==> config.mk <==
export PLATFORM = sky130hd
export DESIGN_NAME = ttt_cursor_ctrl_flat
export DESIGN_NICKNAME = d
export VERILOG_FILES = /design/src/rtl/ttt_pkg.sv /design/src/rtl/ttt_cursor_ctrl_if.sv /design/src/rtl/btn_debounce.sv /design/src/rtl/ttt_cursor_ctrl.sv /design/src/flat_wrapper.sv
export SDC_FILE = /design/constraint.sdc
export NUM_CORES = 1
export LEC_CHECK = 0
export ABC_AREA = 1
export CORE_AREA = 2 2 117 119
export DETAILED_ROUTE_END_ITERATION = 8
export DIE_AREA = 0 0 119 121
export PLACE_DENSITY = 0.83
export SYNTH_ARGS = -nofsm -noshare
export SYNTH_HDL_FRONTEND = slang
export SYNTH_SLANG_ARGS = --single-unit
==> constraint.sdc <==
create_clock -name clk -period 5.4 [get_ports clk]
set_input_delay 0.54 -clock clk [delete_from_list [all_inputs] [get_ports clk]]
set_output_delay 0.54 -clock clk [all_outputs]
set_load 0.005 [all_outputs]
==> src/rtl/ttt_pkg.sv <==
// ============================================================================
// Module      : ttt_pkg
// Description : Shared grid constants, types and cell/row/column helpers.
// Revision    : 1.0 - initial release
// ============================================================================
`default_nettype none

package ttt_pkg;

   localparam int GRID_N  = 3;
   localparam int CELLS   = 9;
   localparam int NUM_BTN = 5;

   typedef logic [3:0] cell_t;
   typedef logic [1:0] rc_t;

   typedef enum logic [2:0] {
      UP     = 3'd0,
      DOWN   = 3'd1,
      LEFT   = 3'd2,
      RIGHT  = 3'd3,
      CENTER = 3'd4
   } btn_e;

   typedef enum logic [0:0] {
      PLAY = 1'b0,
      FULL = 1'b1
   } state_e;

   // Row from compares rather than a divider; only valid for cells 0..8.
   function automatic rc_t cell_row(cell_t c);
      if (c >= cell_t'(2 * GRID_N))
         return 2'd2;
      else if (c >= cell_t'(GRID_N))
         return 2'd1;
      return 2'd0;
   endfunction

   function automatic rc_t cell_col(cell_t c);
      cell_t t;
      t = c - (cell_t'(cell_row(c)) * cell_t'(GRID_N));
      return t[1:0];
   endfunction

   function automatic cell_t rc_to_cell(rc_t r, rc_t c);
      return (cell_t'(r) * cell_t'(GRID_N)) + cell_t'(c);
   endfunction

endpackage

`default_nettype wire

==> src/rtl/ttt_cursor_ctrl_if.sv <==
// ============================================================================
// Module      : ttt_cursor_ctrl_if
// Description : Button inputs and frame-aligned cursor/board outputs.
// Revision    : 1.0 - initial release
// ============================================================================
`default_nettype none

interface ttt_cursor_ctrl_if;
   import ttt_pkg::*;

   logic             btn_up;
   logic             btn_down;
   logic             btn_left;
   logic             btn_right;
   logic             btn_center;
   logic             clear;
   logic             frame_start;
   logic [CELLS-1:0] cell_select_flag;
   logic [CELLS-1:0] sw;
   logic             place_pulse;
   logic             board_full;

   modport master (
      output btn_up, btn_down, btn_left, btn_right, btn_center,
      output clear, frame_start,
      input  cell_select_flag, sw, place_pulse, board_full
   );

   modport slave (
      input  btn_up, btn_down, btn_left, btn_right, btn_center,
      input  clear, frame_start,
      output cell_select_flag, sw, place_pulse, board_full
   );

endinterface

`default_nettype wire

==> src/rtl/btn_debounce.sv <==
// ============================================================================
// Module      : btn_debounce
// Description : 2-FF synchronizer, stability debounce and rising-edge press.
// Revision    : 1.0 - initial release
// ============================================================================
`default_nettype none

module btn_debounce #(
   parameter int DEBOUNCE_CYCLES = 1000000,
   parameter int CNT_W           = 20
) (
   input  wire  clk,
   input  wire  reset,
   input  wire  btn_raw,
   output logic press
);

   localparam logic [CNT_W-1:0] c_last = CNT_W'(DEBOUNCE_CYCLES - 1);

   logic             r_sync1;
   logic             r_sync2;
   logic             r_level;
   logic             r_level_q;
   logic             r_armed;
   logic [CNT_W-1:0] r_cnt;
   logic             r_press;

   // Synchronizer resets high so a button held through reset is not armed
   // until it has been seen released.
   always_ff @(posedge clk or negedge reset) begin
      if (!reset) begin
         r_sync1   <= 1'b1;
         r_sync2   <= 1'b1;
         r_level   <= 1'b0;
         r_level_q <= 1'b0;
         r_armed   <= 1'b0;
         r_cnt     <= '0;
         r_press   <= 1'b0;
      end else begin
         r_sync1   <= btn_raw;
         r_sync2   <= r_sync1;
         r_level_q <= r_level;
         r_press   <= r_level & ~r_level_q & r_armed;
         if (!r_sync2)
            r_armed <= 1'b1;
         if (r_sync2 != r_level) begin
            if (r_cnt == c_last) begin
               r_level <= r_sync2;
               r_cnt   <= '0;
            end else begin
               r_cnt <= r_cnt + CNT_W'(1);
            end
         end else begin
            r_cnt <= '0;
         end
      end
   end

   assign press = r_press;

endmodule

`default_nettype wire

==> src/rtl/ttt_cursor_ctrl.sv <==
// ============================================================================
// Module      : ttt_cursor_ctrl
// Description : Buttons to frame-aligned cursor and occupied-cell map.
//               Define CURSOR_WRAP_EN for wrapping moves (default: clamp).
// Revision    : 1.0 - initial release
// ============================================================================
`default_nettype none

module ttt_cursor_ctrl
   import ttt_pkg::*;
#(
   parameter int DEBOUNCE_CYCLES = 1000000,
   parameter int CNT_W           = 20,
   parameter int START_CELL      = 4
) (
   input  wire              clk,
   input  wire              reset,
   ttt_cursor_ctrl_if.slave bus
);

   localparam cell_t            c_start      = cell_t'(START_CELL);
   localparam logic [CELLS-1:0] c_one        = CELLS'(1);
   localparam logic [CELLS-1:0] c_start_flag = c_one << START_CELL;

   logic [NUM_BTN-1:0] w_raw;
   logic [NUM_BTN-1:0] w_press;

   state_e             r_state;
   cell_t              r_cur;
   logic [CELLS-1:0]   r_occ;
   logic               r_place_pulse;
   logic [CELLS-1:0]   r_csf;
   logic [CELLS-1:0]   r_sw;

   assign w_raw = {bus.btn_center, bus.btn_right, bus.btn_left,
                   bus.btn_down, bus.btn_up};

   for (genvar g = 0; g < NUM_BTN; g++) begin : g_btn
      btn_debounce #(
         .DEBOUNCE_CYCLES (DEBOUNCE_CYCLES),
         .CNT_W           (CNT_W)
      ) u_debounce (
         .clk     (clk),
         .reset   (reset),
         .btn_raw (w_raw[g]),
         .press   (w_press[g])
      );
   end

   function automatic cell_t move_cell(cell_t c, btn_e dir);
      rc_t r;
      rc_t k;
      r = cell_row(c);
      k = cell_col(c);
      case (dir)
`ifdef CURSOR_WRAP_EN
         UP:      r = (r == 2'd0) ? 2'd2 : r - 2'd1;
         DOWN:    r = (r == 2'd2) ? 2'd0 : r + 2'd1;
         LEFT:    k = (k == 2'd0) ? 2'd2 : k - 2'd1;
         RIGHT:   k = (k == 2'd2) ? 2'd0 : k + 2'd1;
`else
         UP:      if (r != 2'd0) r = r - 2'd1;
         DOWN:    if (r != 2'd2) r = r + 2'd1;
         LEFT:    if (k != 2'd0) k = k - 2'd1;
         RIGHT:   if (k != 2'd2) k = k + 2'd1;
`endif
         default: ;
      endcase
      return rc_to_cell(r, k);
   endfunction

   // Events are served one per cycle in priority order; lower ones are dropped.
   always_ff @(posedge clk or negedge reset) begin
      if (!reset) begin
         r_state       <= PLAY;
         r_cur         <= c_start;
         r_occ         <= '0;
         r_place_pulse <= 1'b0;
         r_csf         <= c_start_flag;
         r_sw          <= '0;
      end else begin
         r_place_pulse <= 1'b0;
         if (bus.clear) begin
            r_occ   <= '0;
            r_state <= PLAY;
         end else begin
            if (w_press[CENTER]) begin
               if (r_state == PLAY && !r_occ[r_cur]) begin
                  r_occ[r_cur]  <= 1'b1;
                  r_place_pulse <= 1'b1;
               end
            end else if (w_press[UP]) begin
               r_cur <= move_cell(r_cur, UP);
            end else if (w_press[DOWN]) begin
               r_cur <= move_cell(r_cur, DOWN);
            end else if (w_press[LEFT]) begin
               r_cur <= move_cell(r_cur, LEFT);
            end else if (w_press[RIGHT]) begin
               r_cur <= move_cell(r_cur, RIGHT);
            end

            case (r_state)
               PLAY:    if (&r_occ) r_state <= FULL;
               FULL:    ;
               default: r_state <= PLAY;
            endcase
         end

         // Sample pre-update state so same-cycle changes wait a frame.
         if (bus.frame_start) begin
            r_csf <= c_one << r_cur;
            r_sw  <= r_occ;
         end
      end
   end

   assign bus.cell_select_flag = r_csf;
   assign bus.sw               = r_sw;
   assign bus.place_pulse      = r_place_pulse;
   assign bus.board_full       = &r_occ;

endmodule

`default_nettype wire
==> src/flat_wrapper.sv <==
// flat-port wrapper written by rule: the top's interface ports become plain ports
module ttt_cursor_ctrl_flat import ttt_pkg::*;
#(
   parameter int DEBOUNCE_CYCLES = 1000000,
   parameter int CNT_W           = 20,
   parameter int START_CELL      = 4
)
  (clk, reset, bus_btn_up, bus_btn_down, bus_btn_left, bus_btn_right, bus_btn_center, bus_clear, bus_frame_start, bus_cell_select_flag, bus_sw, bus_place_pulse, bus_board_full);
  ttt_cursor_ctrl_if bus_i ();
  input  wire clk;
  input  wire reset;
  input wire logic [$bits(bus_i.btn_up)-1:0] bus_btn_up;
  input wire logic [$bits(bus_i.btn_down)-1:0] bus_btn_down;
  input wire logic [$bits(bus_i.btn_left)-1:0] bus_btn_left;
  input wire logic [$bits(bus_i.btn_right)-1:0] bus_btn_right;
  input wire logic [$bits(bus_i.btn_center)-1:0] bus_btn_center;
  input wire logic [$bits(bus_i.clear)-1:0] bus_clear;
  input wire logic [$bits(bus_i.frame_start)-1:0] bus_frame_start;
  output wire logic [$bits(bus_i.cell_select_flag)-1:0] bus_cell_select_flag;
  output wire logic [$bits(bus_i.sw)-1:0] bus_sw;
  output wire logic [$bits(bus_i.place_pulse)-1:0] bus_place_pulse;
  output wire logic [$bits(bus_i.board_full)-1:0] bus_board_full;
  assign bus_i.btn_up = bus_btn_up;
  assign bus_i.btn_down = bus_btn_down;
  assign bus_i.btn_left = bus_btn_left;
  assign bus_i.btn_right = bus_btn_right;
  assign bus_i.btn_center = bus_btn_center;
  assign bus_i.clear = bus_clear;
  assign bus_i.frame_start = bus_frame_start;
  assign bus_cell_select_flag = bus_i.cell_select_flag;
  assign bus_sw = bus_i.sw;
  assign bus_place_pulse = bus_i.place_pulse;
  assign bus_board_full = bus_i.board_full;
  ttt_cursor_ctrl #(.DEBOUNCE_CYCLES(DEBOUNCE_CYCLES), .CNT_W(CNT_W), .START_CELL(START_CELL)) u_core (.clk(clk), .reset(reset), .bus(bus_i));
endmodule
==> results of run 1 <==
worst max-delay path, stage by stage, from the launching register on:
cell      delay, ps
dfrtp_1         590
nand2_1         160
nand2_1         230
nand2_1          90
inv_1           140
ha_1            250
xor2_2          180
ha_1            250
nor2_1          110
o21bai_1        190
fa_1            470
nand2_1          80
nand3_1          60
o211ai_1        100
o21ai_0         100
power breakdown:
part,switching (µW),total (µW),internal [µW]
clock network,475,1280,809
registers,11.3,1250,1240
logic,57.8,79.4,21.6
total,544,2610,2070
stage by stage:
stage                     power [µW]   util
after global placement          1350  0.680
after global routing            2700  0.728
after floorplan                 1310      -
after detailed placement        1350  0.680
final                           2610  0.728
after CTS                       2640  0.728
kinds of logic (layout without fill, tap and decap cells):
kind of cell | after synthesis | after routing | share of synthesized area
DFF | 163 | 163 | 0.487
and+or+nand+nor | 648 | 648 | 0.335
buffers and inverters | 125 | 182 | 0.0564
xor gates and xnor gates | 52 | 52 | 0.0568
adders and majority gates | 20 | 20 | 0.0324
other | 1 | 2 | 0.000446
AOI/OAI and AO/OA | 50 | 50 | 0.0321
per-layer routing:
layer,global-route usage,vias up,part of all wire
li1,-,3398,-
met1,0.334,3152,0.47
met3,0.0602,27,0.037
met2,0.407,144,0.48
met5,0,-,0
met4,0.0908,0,0.015
layout by cell type (no fill, tap or decap), types with 3 or more instances in the layout:
cell | synthesis | layout
nand2_1 | 276 | 276
nor2_1 | 216 | 216
dfrtp_1 | 151 | 151
inv_1 | 106 | 106
nand3_1 | 54 | 54
xor2_1 | 33 | 33
clkdlybuf4s50_1 | 0 | 27
a21oi_1 | 25 | 25
nand4_1 | 24 | 24
nor3_1 | 21 | 21
nor2_2 | 17 | 17
ha_1 | 17 | 17
clkbuf_16 | 0 | 17
xnor2_1 | 16 | 16
inv_2 | 13 | 13
dfstp_2 | 12 | 12
nand2_2 | 10 | 10
o21ai_0 | 9 | 9
o21ai_1 | 8 | 8
nor2_4 | 6 | 6
nand3b_1 | 5 | 5
nor3_2 | 5 | 5
or2_2 | 5 | 5
nand3_2 | 4 | 4
bufinv_16 | 0 | 4
fa_1 | 3 | 3
clkinvlp_4 | 0 | 3
clkbuf_8 | 0 | 3
clkbuf_1 | 1 | 3
worst max path at each step:
| stage | to | slack [ps] | cells past startpoint |
|---|---|---|---|
| CTS | u_core.r_cur[1] | 2320 | 14 |
| finish | u_core.r_cur[1] | 2280 | 14 |
| global placement | u_core.r_cur[2] | 2520 | 15 |
| detailed placement | u_core.r_cur[1] | 2340 | 14 |
| floorplan | u_core.r_cur[1] | 2710 | 15 |
| global route | u_core.r_cur[1] | 2100 | 14 |
Yosys cell counts (6+ instances only):
cell / n
nand2_2: 10
nor2_2: 17
ha_1: 17
inv_2: 13
nand3_1: 54
nor3_1: 21
nor2_1: 216
xor2_1: 33
o21ai_1: 8
o21ai_0: 9
nand4_1: 24
dfrtp_1: 151
xnor2_1: 16
a21oi_1: 25
dfstp_2: 12
nand2_1: 276
inv_1: 106
nor2_4: 6
flip-flops by register name, summed over array words and instances, names as in the netlist, 5 cells and up:
register,count
u_core.g_btn.u_debounce.r_armed,5
u_core.g_btn.u_debounce.r_level,5
u_core.r_occ,9
u_core.g_btn.u_debounce.r_level_q,5
u_core.bus.cell_select_flag,9
u_core.bus.sw,9
u_core.g_btn.u_debounce.r_cnt,100
u_core.g_btn.u_debounce.press,5
u_core.g_btn.u_debounce.r_sync1,5
u_core.g_btn.u_debounce.r_sync2,5
final cells by class:
type,instances,area (µm²)
timing repair buffer,29,289
tap,176,220
inverter,121,454
clock inverter,9,153
multi-input combinational,772,3840
fill,977,3550
sequential,163,4090
clock buffer,23,478
==> results.yml, run 1 <==
routing:
  drtIter0Drc: 560
  detail_route.wl_per_cell_um: 12.7
  finalWirelength_um: 16400
  ant_nets: 0
  route.detailed.drc: 0
  via_per_inst: 5.20
  firstDrtPassIters: 5
  vias: 6721
sta:
  fin_crit_sh: 0.577
  timing.fmax_ghz: 0.321
  period_minus_slack_ps: 3120
  setup_slack_ps: 2280
  setup_tns_ps: 0
  timing.hold.ws_ps: 266
  setup_viol: 0
  skew_ps: 11.2
  final_max_slew_viol_count: 0
  rsz0062_at_grt: "false"
  slew_headroom: 0.305
  tightestPinTransition_ps: 1040
  hold_viol: 0
placement:
  port_buffers: 28
  place_hpwl_um: 11300
  place_area_um2: 8900
  gp_congestion: 0.920
  dp_cells: 1261
  post-place-ws_ps: 2340
layout:
  num-nets-final: 1133
  stdcell_count: 1293
  areaGrowthSynthToFinish_pct: 13.4
  diodes: 0
  final_design_area_no_fill_um2: 9530
  drive_above_1_share: 0.0985
setup_path:
  critPathLaunch: "u_core.r_cur[0]"
  r2r_start: "u_core.r_cur[0]"
  worst-r2r-setup-slack_ps: 2280
  cp-end-kind: "register"
  required_ps: 5710
  crit_fanout: 11
  reg2reg_depth: 14
  critPathArrivalTime_ps: 3420
  critPathLaunchType: "register"
  r2r-end: "u_core.r_cur[1]"
  crit_type: "reg -> reg"
global_routing:
  grt_antenna_before_repair: 0
  grt_max_degree: 119
  grt_pass1_wl_um: 29200
  grt.overflow.total: 0
  grt_usage: 0.252
  first_global_vias: 6524
die:
  die_y_um: 121
  dieArea_um2: 14400
  row_count: 42
  io-pin-count: 29
  die_w_um: 119
  start_util: 0.643
  core_um2: 13100
power_and_ir_drop:
  irDropWorstVdd_v: 0.000244
  power_density_nw_per_um2: 274
  power.leakage_uw: 0.00436
clock_network:
  cts.htree.levels: 4
  cts_resized: 0
  path_clk_slew_ps: 60
  cts_root_buf: "clkbuf_16"
  clkSinkCount: 163
  numCtsBuffers: 17
  worstSkewPairLatency_ps: 430
  post_cts_buffers: 0
  clockBufferDepth: 2
  holdBufCountCts: 0
  cts_tree: "built"
logic_synthesis:
  yosysWarnings: 0
  async_flop_share: 1.00
  yosysSeqAreaShare: 0.487
  synth_cells: 1059
  synth_top_area_frac: 0.449
  syn-cell-area_um2: 8410
  ys_types: 40
  syn_area_per_cell_um2: 7.94
  synth_top_cell_by_area: "dfrtp_1"
  synthFlopType: "dfrtp_1"
  synth_edf_count: 0
  synth_area_leaders: "dfrtp_1 (45%), nand2_1 (12%), nor2_1 (9.6%), inv_1 (4.7%), dfstp_2 (3.8%)"
  synth_seq_cells: 163
outcome:
  status: "complete, no violations"
run:
  cap_violations: 0
worst_hold_path:
  worstHoldPathType: "in -> async"
Note: power is estimated with default switching activity, not from simulation.
==> run 2, diff against run 1 <==
Settings changed: CORE_AREA 2 2 117 119 to 2 2 120 122, DIE_AREA 0 0 119 121 to 0 0 122 124, PLACE_DENSITY 0.83 to 0.79.
Clock period 5.4 ns to 3.2 ns, I/O delays scaled along.
==> results.yml, run 2 (same netlist as run 1, synthesis figures left out) <==
outcome:
  status: "complete, no violations"
die:
  core_um2: 13700
  start_util: 0.613
  dieArea_um2: 15100
  io-pin-count: 29
  die_y_um: 124
  row_count: 43
  die_w_um: 122
setup_path:
  critPathArrivalTime_ps: 3300
  crit_top_cell: "nand2_1"
  crit_type: "reg -> reg"
  cpLargestDelayFamily: "adder cells"
  critPathLaunchType: "register"
  cp-end-kind: "register"
  path_buf_inv: 2
  crit_chain: "nor2_4 -> inv_1 -> nand2_1 -> nand2_1 -> inv_1 -> ha_1 -> xor2_2 -> ha_1 -> nor2_1 -> o21bai_2 -> fa_1 -> nand2_1 -> nand3_1 -> o211ai_1 -> o21ai_0"
  required_ps: 3490
  critPathMaxStageDelay_ps: 590
  cp_slowest_cell: "dfstp_2"
  crit_fanout: 6
routing:
  route.detailed.drc: 0
  firstDrtPassIters: 5
  via_per_inst: 5.18
  ant_nets: 0
  detail_route.wl_per_cell_um: 12.7
  drtIter0Drc: 523
  vias: 6744
  finalWirelength_um: 16500
placement:
  dp_cells: 1269
  port_buffers: 28
  place_hpwl_um: 11600
  gp_congestion: 0.924
sta:
  setup_tns_ps: 0
  tightestPinTransition_ps: 587
  period_minus_slack_ps: 3010
  final_max_slew_viol_count: 0
  rsz0062_at_grt: "false"
  hold_viol: 0
  timing.fmax_ghz: 0.332
  timing.hold.ws_ps: 301
  skew_ps: 10.4
  slew_headroom: 0.607
  setup_viol: 0
  fin_crit_sh: 0.942
clock_network:
  worstSkewPairLatency_ps: 420
  numCtsBuffers: 17
  clkSinkCount: 163
  clockBufferDepth: 2
  path_clk_slew_ps: 60
  cts_tree: "built"
  cts_root_buf: "clkbuf_16"
  cts.htree.levels: 4
power_and_ir_drop:
  power_density_nw_per_um2: 466
  irDropWorstVdd_v: 0.000438
  power_uw: 4470
  power.leakage_uw: 0.00440
layout:
  num-nets-final: 1138
  diodes: 0
  fin_util: 0.699
  top_register: "u_core.g_btn.u_debounce.r_cnt"
  largest_reg_flops: 100
  n_fill_cell: 1104
  drive_above_1_share: 0.102
  areaGrowthSynthToFinish_pct: 14.1
  stdcell_count: 1302
  layout_common_cells: "nand2_1 (276), nor2_1 (216), dfrtp_1 (151), inv_1 (106), nand3_1 (54)"
  layout_commonest_cell: "nand2_1"
run:
  cap_violations: 0
global_routing:
  grt.overflow.total: 0
  grt_max_degree: 65
  grt_usage: 0.241
  grt_antenna_before_repair: 0
  grt_pass1_wl_um: 29000
  first_global_vias: 6407
worst_hold_path:
  worstHoldPathType: "in -> reg"
## run 2: routing by layer
metal,routed length [µm],GRT usage,part of all wire,vias up
li1,-,-,-,3412
met1,7680,0.318,0.47,3177
met2,7950,0.402,0.48,134
met3,599,0.0531,0.036,21
met4,248,0.0740,0.015,0
met5,0,0,0,-
## run 2: path summary, 6_finish.rpt
path / startpoint / to / slack, ps / depth (start not counted)
max: u_core.r_cur[2] / u_core.r_cur[1] / 190 / 15
min reg2reg: u_core.g_btn[2].u_debounce.r_sync1 / u_core.g_btn[2].u_debounce.r_sync2 / 360 / 0
max in group asynchronous: reset / u_core.g_btn[0].u_debounce.r_sync1 / 1810 / 3
min in group asynchronous: reset / u_core.g_btn[4].u_debounce.r_cnt[7] / 440 / 2
min: bus_btn_left / u_core.g_btn[2].u_debounce.r_sync1 / 300 / 1
max reg2reg: u_core.r_cur[2] / u_core.r_cur[1] / 190 / 15
## run 2: repair_timing
| item | CTS | global route |
|---|---|---|
| hold buffers | 1 | 0 |
| resized for setup | 0 | 1 |
| buffers inserted | 0 | 0 |
| endpoints found under the hold margin | 56 | 0 |
| setup endpoints to repair | 0 | 1 |
## run 2: power breakdown
part,switching [µW],internal (µW)
logic,97.4,39.5
clock network,796,1430
registers,18.4,2090
total,912,3560
## run 2: final cells by class
class / count / area [µm²] / area share
Sequential cell: 163 / 4090 / 0.427
Multi-Input combinational cell: 772 / 3850 / 0.401
Clock buffer: 23 / 468 / 0.0488
Inverter: 121 / 454 / 0.0473
Timing Repair Buffer: 34 / 329 / 0.0343
Tap cell: 180 / 225 / 0.0235
Clock inverter: 9 / 178 / 0.0185
## run 2: stage by stage
stage | setup WS (ps) | cell area (µm²)
finish | 187 | 9600
global route | 40.1 | 9600
CTS | 157 | 9590
detailed placement | 256 | 8940
global placement | 369 | 8940
floorplan | 507 | 8410
==> run 3, diff against run 2 <==
Settings changed: GPL_ROUTABILITY_DRIVEN set to 0, SLEW_MARGIN set to 0.
==> results.yml, run 3 (same netlist as run 1, synthesis figures left out) <==
sta:
  period_minus_slack_ps: 2960
  skew_ps: 5.90
  hold_viol: 0
  rsz0062_at_grt: "false"
  tightestPinTransition_ps: 675
  final_max_slew_viol_count: 0
  setup_slack_ps: 243
  slew_headroom: 0.550
  setup_tns_ps: 0
  fin_crit_sh: 0.924
  setup_viol: 0
  timing.fmax_ghz: 0.338
run:
  cap_violations: 0
setup_path:
  crit_fanout: 6
  required_ps: 3570
  crit_top_cell: "nand2_1"
  crit_chain: "nor2_4 -> nand2_1 -> nand2_1 -> inv_1 -> ha_1 -> xor2_1 -> inv_1 -> ha_1 -> ha_1 -> inv_1 -> fa_1 -> or2_2 -> nand3_1 -> nand2_1 -> nand2_1"
  critPathMaxStageDelay_ps: 440
  critPathArrivalTime_ps: 3330
  reg2reg_depth: 15
  cpLargestDelayFamily: "adder cells"
  cp-end-kind: "register"
  path_buf_inv: 3
  crit_type: "reg -> reg"
  cp_slowest_cell: "dfrtp_1"
  worstSetupPathDepth: 15
  critPathLaunchType: "register"
global_routing:
  first_global_vias: 6341
  grt.met3_usage: 0.0444
  grt.overflow.total: 0
  grt_pass1_wl_um: 28400
  grt_use_met1: 0.315
  grt_max_degree: 74
  busiest_layer: "met2"
  grt_util_met2: 0.387
  grt_usage: 0.237
  grt_antenna_before_repair: 0
placement:
  place_area_um2: 8940
  port_buffers: 28
  post-place-ws_ps: 248
  place_hpwl_um: 11600
routing:
  route.detailed.drc: 0
  vias: 6687
  drtIter0Drc: 548
  ant_nets: 0
  detail_route.wl_per_cell_um: 12.5
  firstDrtPassIters: 8
  finalWirelength_um: 16200
  via_per_inst: 5.14
die:
  dieArea_um2: 15100
  die_w_um: 122
  io-pin-count: 29
  die_y_um: 124
  start_util: 0.613
  row_count: 43
  core_um2: 13700
layout:
  final_design_area_no_fill_um2: 9520
  num-nets-final: 1137
  drive_above_1_share: 0.101
  diodes: 0
  layout_common_cells: "nand2_1 (276), nor2_1 (216), dfrtp_1 (151), inv_1 (106), nand3_1 (54)"
  largest_reg_flops: 100
  layout_commonest_cell: "nand2_1"
  areaGrowthSynthToFinish_pct: 13.3
  top_register: "u_core.g_btn.u_debounce.r_cnt"
power_and_ir_drop:
  power_density_nw_per_um2: 443
  power.leakage_uw: 0.00435
  power_uw: 4220
  irDropWorstVdd_v: 0.000387
worst_hold_path:
  holdPathStages: 1
  worstHoldPathType: "in -> reg"
clock_network:
  numCtsBuffers: 17
  clockBufferDepth: 2
  clkSinkCount: 163
  cts_tree: "built"
  cts_root_buf: "clkbuf_16"
  cts.htree.levels: 4
  path_clk_slew_ps: 60
  cts_resized: 0
  worstSkewPairLatency_ps: 430
outcome:
  status: "complete, no violations"
==> run 3: per-layer routing <==
| layer | wire length, µm | share of wire |
|---|---|---|
| met4 | 241 | 0.015 |
| met2 | 7860 | 0.48 |
| met5 | 0 | 0 |
| met1 | 7500 | 0.46 |
| met3 | 620 | 0.038 |
==> run 3: path summary, 6_finish.rpt <==
kind | startpoint | end | slack [ps]
min reg2reg | u_core.g_btn[2].u_debounce.r_sync1 | u_core.g_btn[2].u_debounce.r_sync2 | 360
min in group asynchronous | reset | u_core.g_btn[4].u_debounce.r_cnt[1] | 450
max in group asynchronous | reset | u_core.bus.cell_select_flag[4] | 1900
min | bus_btn_down | u_core.g_btn[1].u_debounce.r_sync1 | 290
max reg2reg | u_core.r_cur[3] | u_core.r_cur[2] | 240
max | u_core.r_cur[3] | u_core.r_cur[2] | 240
==> run 3: power breakdown <==
part / switching, µW / internal, µW / total (µW)
clock: 794 / 1180 / 1970
combinational: 98.7 / 40.7 / 139
sequential: 18.6 / 2090 / 2110
total: 911 / 3310 / 4220
==> run 3: worst register-to-register path, stage by stage (launching register included) <==
cell and delay (ps):
dfrtp_1 440, nor2_4 210, nand2_1 190, nand2_1 120
inv_1 90, ha_1 210, xor2_1 160, inv_1 90
ha_1 240, ha_1 190, inv_1 70, fa_1 410
or2_2 300, nand3_1 80, nand2_1 50, nand2_1 50
==> run 3: metrics by stage <==
| stage | utilization | hold WS [ps] | std cells |
|---|---|---|---|
| 4_1_cts | 0.694 | 280 | 1301 |
| 6_report | 0.694 | 288 | 1301 |
| 2_1_floorplan | - | 24.4 | 1060 |
| 3_5_place_dp | 0.652 | 351 | 1268 |
| 5_1_grt | 0.694 | 293 | 1301 |
| 3_3_place_gp | 0.652 | 346 | 1268 |
==> run 3: cell type report <==
| class | count | area (µm²) |
|---|---|---|
| Sequential cell | 163 | 4090 |
| Timing Repair Buffer | 33 | 334 |
| Clock buffer | 22 | 464 |
| Fill cell | 1098 | 4200 |
| Inverter | 121 | 454 |
| Tap cell | 180 | 225 |
| Multi-Input combinational cell | 772 | 3840 |
| Clock inverter | 10 | 108 |
==> run 3: repair_timing <==
action / in CTS / in global routing
endpoints found under the setup margin: 0 / 0
hold buffers: 1 / 0
endpoints found under the hold margin: 65 / 0
setup buffers: 0 / 0
